--- config.mk ---
export PLATFORM = sky130hd
export DESIGN_NAME = sar_ctrl_param
export DESIGN_NICKNAME = d
export VERILOG_FILES = /design/src/rtl/sar_ctrl_param.sv
export SDC_FILE = /design/constraint.sdc
export NUM_CORES = 1
export LEC_CHECK = 0
export ABC_CLOCK_PERIOD_IN_PS = 2050
export CORE_MARGIN = 5
export CORE_UTILIZATION = 50
export CTS_CLUSTER_SIZE = 25
export DETAILED_ROUTE_END_ITERATION = 7
export PLACE_DENSITY = 0.76
export SYNTH_ARGS = -nofsm -noshare
export SYNTH_HDL_FRONTEND = slang
export SYNTH_SLANG_ARGS = --single-unit
--- constraint.sdc ---
create_clock -name CLK -period 2.05 [get_ports CLK]
set_input_delay 0.615 -clock CLK [delete_from_list [all_inputs] [get_ports CLK]]
set_output_delay 0.615 -clock CLK [all_outputs]
set_load 0.1 [all_outputs]
--- src/rtl/sar_ctrl_param.sv ---
// sar_ctrl_param: parametrised SAR ADC conversion controller driving comparator clock, CDAC sample and reference switches
// All outputs are registered from the next-state values so they change cleanly on the CLK edge.
module sar_ctrl_param #(
    parameter int N_BITS   = 8,
    parameter int PH_CYC   = 1,
    parameter int SAMP_CYC = 2
) (
    input  logic              CLK,
    input  logic              XRST,
    input  logic              START,
    input  logic              CONT_MODE,
    input  logic              COMP_OUT,
    output logic              COMP_CLK,
    output logic              SC,
    output logic [N_BITS:0]   SDAC,
    output logic              DOUT_SER,
    output logic              DOUT_SER_VLD,
    output logic [N_BITS-1:0] RESULT,
    output logic              RESULT_VLD,
    input  logic              RESULT_RDY,
    output logic              BUSY,
    output logic              OVERRUN
);
    localparam int MAXC = (PH_CYC > SAMP_CYC) ? PH_CYC : SAMP_CYC;
    localparam int PW = $clog2(MAXC) + 1;
    localparam logic [N_BITS:0] LSB1 = {{N_BITS{1'b0}}, 1'b1};

    typedef enum logic [2:0] {IDLE, SAMPLE, HOLD, DAC, COMP, DECIDE} state_t;

    state_t state, state_nx;
    logic [PW-1:0] ph_cnt;
    logic [3:0] bit_cnt;
    logic last, dec_edge, lsb_edge, dac_entry, sc_nx, comp_clk_nx;
    logic [N_BITS:0] sdac_nx, cur_mask, new_mask;
    logic [N_BITS-1:0] code;

    assign last      = ph_cnt == PW'((state == SAMPLE ? SAMP_CYC : PH_CYC) - 1);
    assign dec_edge  = state == DECIDE && last;
    assign lsb_edge  = dec_edge && bit_cnt == 4'd0;
    assign dac_entry = state_nx == DAC && state != DAC;
    // SDAC[k+1] carries trial bit k; index 0 is the termination cap and never set
    assign cur_mask  = LSB1 << ({1'b0, bit_cnt} + 5'd1);
    assign new_mask  = state == HOLD ? LSB1 << N_BITS : LSB1 << bit_cnt;
    assign code      = {SDAC[N_BITS:2], COMP_OUT};
    assign sdac_nx   = lsb_edge ? '0 :
                       (((dec_edge && !COMP_OUT) ? SDAC & ~cur_mask : SDAC) | (dac_entry ? new_mask : '0));

    always_ff @(posedge CLK or negedge XRST) begin
        if (!XRST) begin
            state   <= IDLE;
            ph_cnt  <= '0;
            bit_cnt <= '0;
        end else begin
            state   <= state_nx;
            ph_cnt  <= (state == IDLE || last) ? '0 : ph_cnt + 1'b1;
            bit_cnt <= state == HOLD ? 4'(N_BITS - 1) : (dec_edge && !lsb_edge) ? bit_cnt - 4'd1 : bit_cnt;
        end
    end

    always_comb begin
        state_nx = state;
        case (state)
            IDLE:    if (START) state_nx = SAMPLE;
            SAMPLE:  if (last) state_nx = HOLD;
            HOLD:    if (last) state_nx = DAC;
            DAC:     if (last) state_nx = COMP;
            COMP:    if (last) state_nx = DECIDE;
            DECIDE:  if (last) state_nx = bit_cnt != 4'd0 ? DAC : (CONT_MODE ? SAMPLE : IDLE);
            default: state_nx = IDLE;
        endcase
    end

    always_comb begin
        sc_nx       = state_nx == IDLE || state_nx == SAMPLE;
        comp_clk_nx = state_nx == COMP;
    end

    always_ff @(posedge CLK or negedge XRST) begin
        if (!XRST) begin
            COMP_CLK     <= 1'b0;
            SC           <= 1'b1;
            SDAC         <= '0;
            DOUT_SER     <= 1'b0;
            DOUT_SER_VLD <= 1'b0;
            RESULT       <= '0;
            RESULT_VLD   <= 1'b0;
            BUSY         <= 1'b0;
            OVERRUN      <= 1'b0;
        end else begin
            COMP_CLK     <= comp_clk_nx;
            SC           <= sc_nx;
            SDAC         <= sdac_nx;
            BUSY         <= state_nx != IDLE;
            DOUT_SER_VLD <= dec_edge;
            DOUT_SER     <= dec_edge ? COMP_OUT : DOUT_SER;
            // a finished code is dropped when the previous one is still pending
            OVERRUN      <= lsb_edge && RESULT_VLD && !RESULT_RDY;
            if (lsb_edge && (!RESULT_VLD || RESULT_RDY)) begin
                RESULT     <= code;
                RESULT_VLD <= 1'b1;
            end else if (RESULT_RDY) begin
                RESULT_VLD <= 1'b0;
            end
        end
    end
endmodule

==> results.json <==
{
  "status": "finished, final reports clean",
  "cp_num_buf_inv": 0,
  "pre_cts_slack_ns": 0.0202,
  "cp_common_cell": "ha_1",
  "worstPathRequired_ns": 2.30,
  "syn_to_final_growth_pct": 42.3,
  "startpoint_type": "register",
  "crit_path_max_incr_delay_ns": 0.46,
  "num_vias": 1413,
  "highest_layer": "met4",
  "chipWidth_um": 68.3,
  "fp.coreArea_um2": 3310,
  "drt_iter0_markers": 60,
  "cellPowerDensity_nw_per_um2": 1550,
  "cts-root-buf": "clkbuf_4",
  "grt_pass1_vias": 1436,
  "ios": 30,
  "relSlewSlack_pct": 72.4,
  "holdCritPathClass": "reg2reg",
  "yosysTopAreaCell": "dfrtp_1",
  "die_h_um": 68.3,
  "synth.top_cells.by_area": "dfrtp_1 47%, ha_1 6.6%, mux2_2 6.0%",
  "yosys.area.top_type_share_pct": 47.1,
  "syn_inst": 164,
  "setup_tns_ns": 0,
  "grt_max_degree": 34,
  "worstPathArrival_ns": 2.20,
  "place_hpwl_mm": 2.85,
  "grt-ovfl-total": 0,
  "clk_latency_ns": 0.35,
  "fin_nets": 215,
  "cts_tree": "yes",
  "drv_cap": 0,
  "setup_viol": 0,
  "skew_ns": 0.0101,
  "wl_met1_mm": 1.56,
  "drt_wl_total_mm": 3.92,
  "finalHoldViolCount": 0,
  "cts_resized": 1,
  "p_leak_nw": 1.12,
  "post_cts_buffers": 0,
  "drc": 0,
  "cts_sinks": 33,
  "num-fill-cells": 230,
  "finalWorstSetupSlack_ns": 0.106,
  "crit_slowest_cell": "dfrtp_2",
  "placementRows": 21,
  "wl_met3_um": 242,
  "cp_cell_sequence": "ha_1 > ha_1 > nand3b_1 > nor2b_1 > nand3_1 > a32o_1",
  "gp_congestion": 0.911,
  "wl_met2_mm": 2.04,
  "crit_family": "adder cells",
  "firstDrtPassIters": 4,
  "diodes": 0,
  "yosys_warnings": 0,
  "slew_viol_final": 0,
  "drtAntennaViolNets": 0,
  "yosysSeqAreaShare_pct": 48.7,
  "track_usage_pct": 19.8,
  "tightestPinTransition_ns": 0.414,
  "synth.distinct_cells": 43,
  "fmaxAchievable_ghz": 0.514,
  "initial_core_util_pct": 51.3,
  "irDropWorstVdd_v": 0.000764,
  "portBuffers": 29,
  "hold_buffers": 0,
  "syn_avg_cell_area_um2": 10.4,
  "post_drt_wl_per_cell_um": 15.9,
  "synth_nets": 179,
  "vias_per_cell": 5.72,
  "fin_crit_sh_pct": 94.8,
  "grt_pass1_wl_mm": 6.68,
  "htree_levels": 2,
  "rsz0062_at_grt": "no",
  "syn-cell-area_um2": 1700,
  "cts_max_path_buffers": 2,
  "cts_buffers": 5,
  "crit_type": "reg2reg",
  "dieArea_um2": 4660,
  "antenna_found_initial": 0,
  "cp_max_fo": 6,
  "cts.clk_slew.worst_paths_ns": 0.10,
  "ys_seq_elements": 33,
  "end_kind": "register",
  "min_period_ns": 1.94,
  "drive_gt1_share_pct": 29.9
}
-- stage by stage --
step / hold slack (ns) / utilization, % / std cells / total power [mW] / area (µm²)
floorplan: 0.319 / - / 164 / 2.41 / 1700
global placement: 0.524 / 69.8 / 239 / 3.11 / 2310
detailed placement: 0.560 / 69.8 / 239 / 3.18 / 2310
CTS: 0.579 / 72.6 / 247 / 3.72 / 2400
global route: 0.599 / 73.0 / 247 / 3.92 / 2420
finish: 0.569 / 73.0 / 247 / 3.74 / 2420
-- report_power, final --
part / total (mW) / leakage [nW] / switching [mW] / internal [mW]
registers: 1.04 / 0.416 / 0.217 / 0.825
clock network: 0.518 / 0.0455 / 0.227 / 0.291
logic: 2.18 / 0.656 / 1.36 / 0.821
total: 3.74 / 1.12 / 1.80 / 1.94
-- tightest hold or removal path: cells and delay by family, from the launching register on --
kind            cells  cell delay, ns
flops               1            0.41
compound gates      1            0.07
simple gates        1            0.06
-- sequential cells by signal, summed over array words and instances, names as in the netlist, 2 cells and up --
register / flops
RESULT: 8
bit_cnt: 4
SDAC: 9
ph_cnt: 2
state: 3
-- Yosys cell counts, drive strengths merged --
library cell  count
dfrtp            32
nand2            13
o21ai            12
a21oi            10
nand3            10
nor2             10
ha                9
mux2              9
inv               8
a32o              5
clkbuf            5
and3              4
buf               4
nand2b            3
nor2b             3
xor2              3
and2              2
o21a              2
a21o              1
a2bb2oi           1
a31o              1
a31oi             1
dfstp             1
mux2i             1
nand3b            1
nor3              1
nor3b             1
nor4              1
nor4bb            1
o211ai            1
o221ai            1
o22ai             1
o311ai            1
or2b              1
or3               1
or3b              1
or4               1
xnor2             1
-- per-layer routing --
metal  vias up  track usage, %
li1        647               -
met1       707            23.0
met2        53            33.5
met3         6            5.58
met4         0            9.18
met5         -               0
-- cells in the final DEF (no fill, tap or decap), drive strengths merged, types with 3 or more instances in the layout --
master and count:
buf 33, dfrtp 32, nand2 13, o21ai 12, nor2 10, a21oi 10, nand3 10, mux2 9
ha 9, inv 8, clkbuf 7, a32o 5, clkdlybuf4s50 5, and3 4, nand2b 3, xor2 3
nor2b 3
-- kinds of logic after synthesis --
family	synth area share (%)
flops	48.7
buf+inv	4.27
xor+xnor	2.06
fa+ha+maj	6.63
simple gates	17.6
compound gates	14.2
mux	6.55
-- layout make-up --
type / count / area (µm²) / share of cell area [%]
Timing Repair Buffer: 38 / 598 / 24.7
Tap cell: 46 / 57.6 / 2.38
Clock buffer: 7 / 55.1 / 2.28
Multi-Input combinational cell: 114 / 818 / 33.9
Clock inverter: 1 / 30.0 / 1.24
Sequential cell: 33 / 828 / 34.3
Inverter: 8 / 30.0 / 1.24
-- path summary, 6_finish.rpt --
kind                            start        end  slack [ns]  cells past startpoint
max reg2reg                bit_cnt[0]    SDAC[3]        0.11                      6
max                        bit_cnt[0]    SDAC[3]        0.11                      6
min in group asynchronous        XRST  RESULT[3]        0.65                      2
min reg2reg                 RESULT[1]  RESULT[1]        0.57                      2
max in group asynchronous        XRST         SC        1.06                      2
min                         RESULT[1]  RESULT[1]        0.57                      2
No activity file was read; power rests on OpenSTA's default activity.
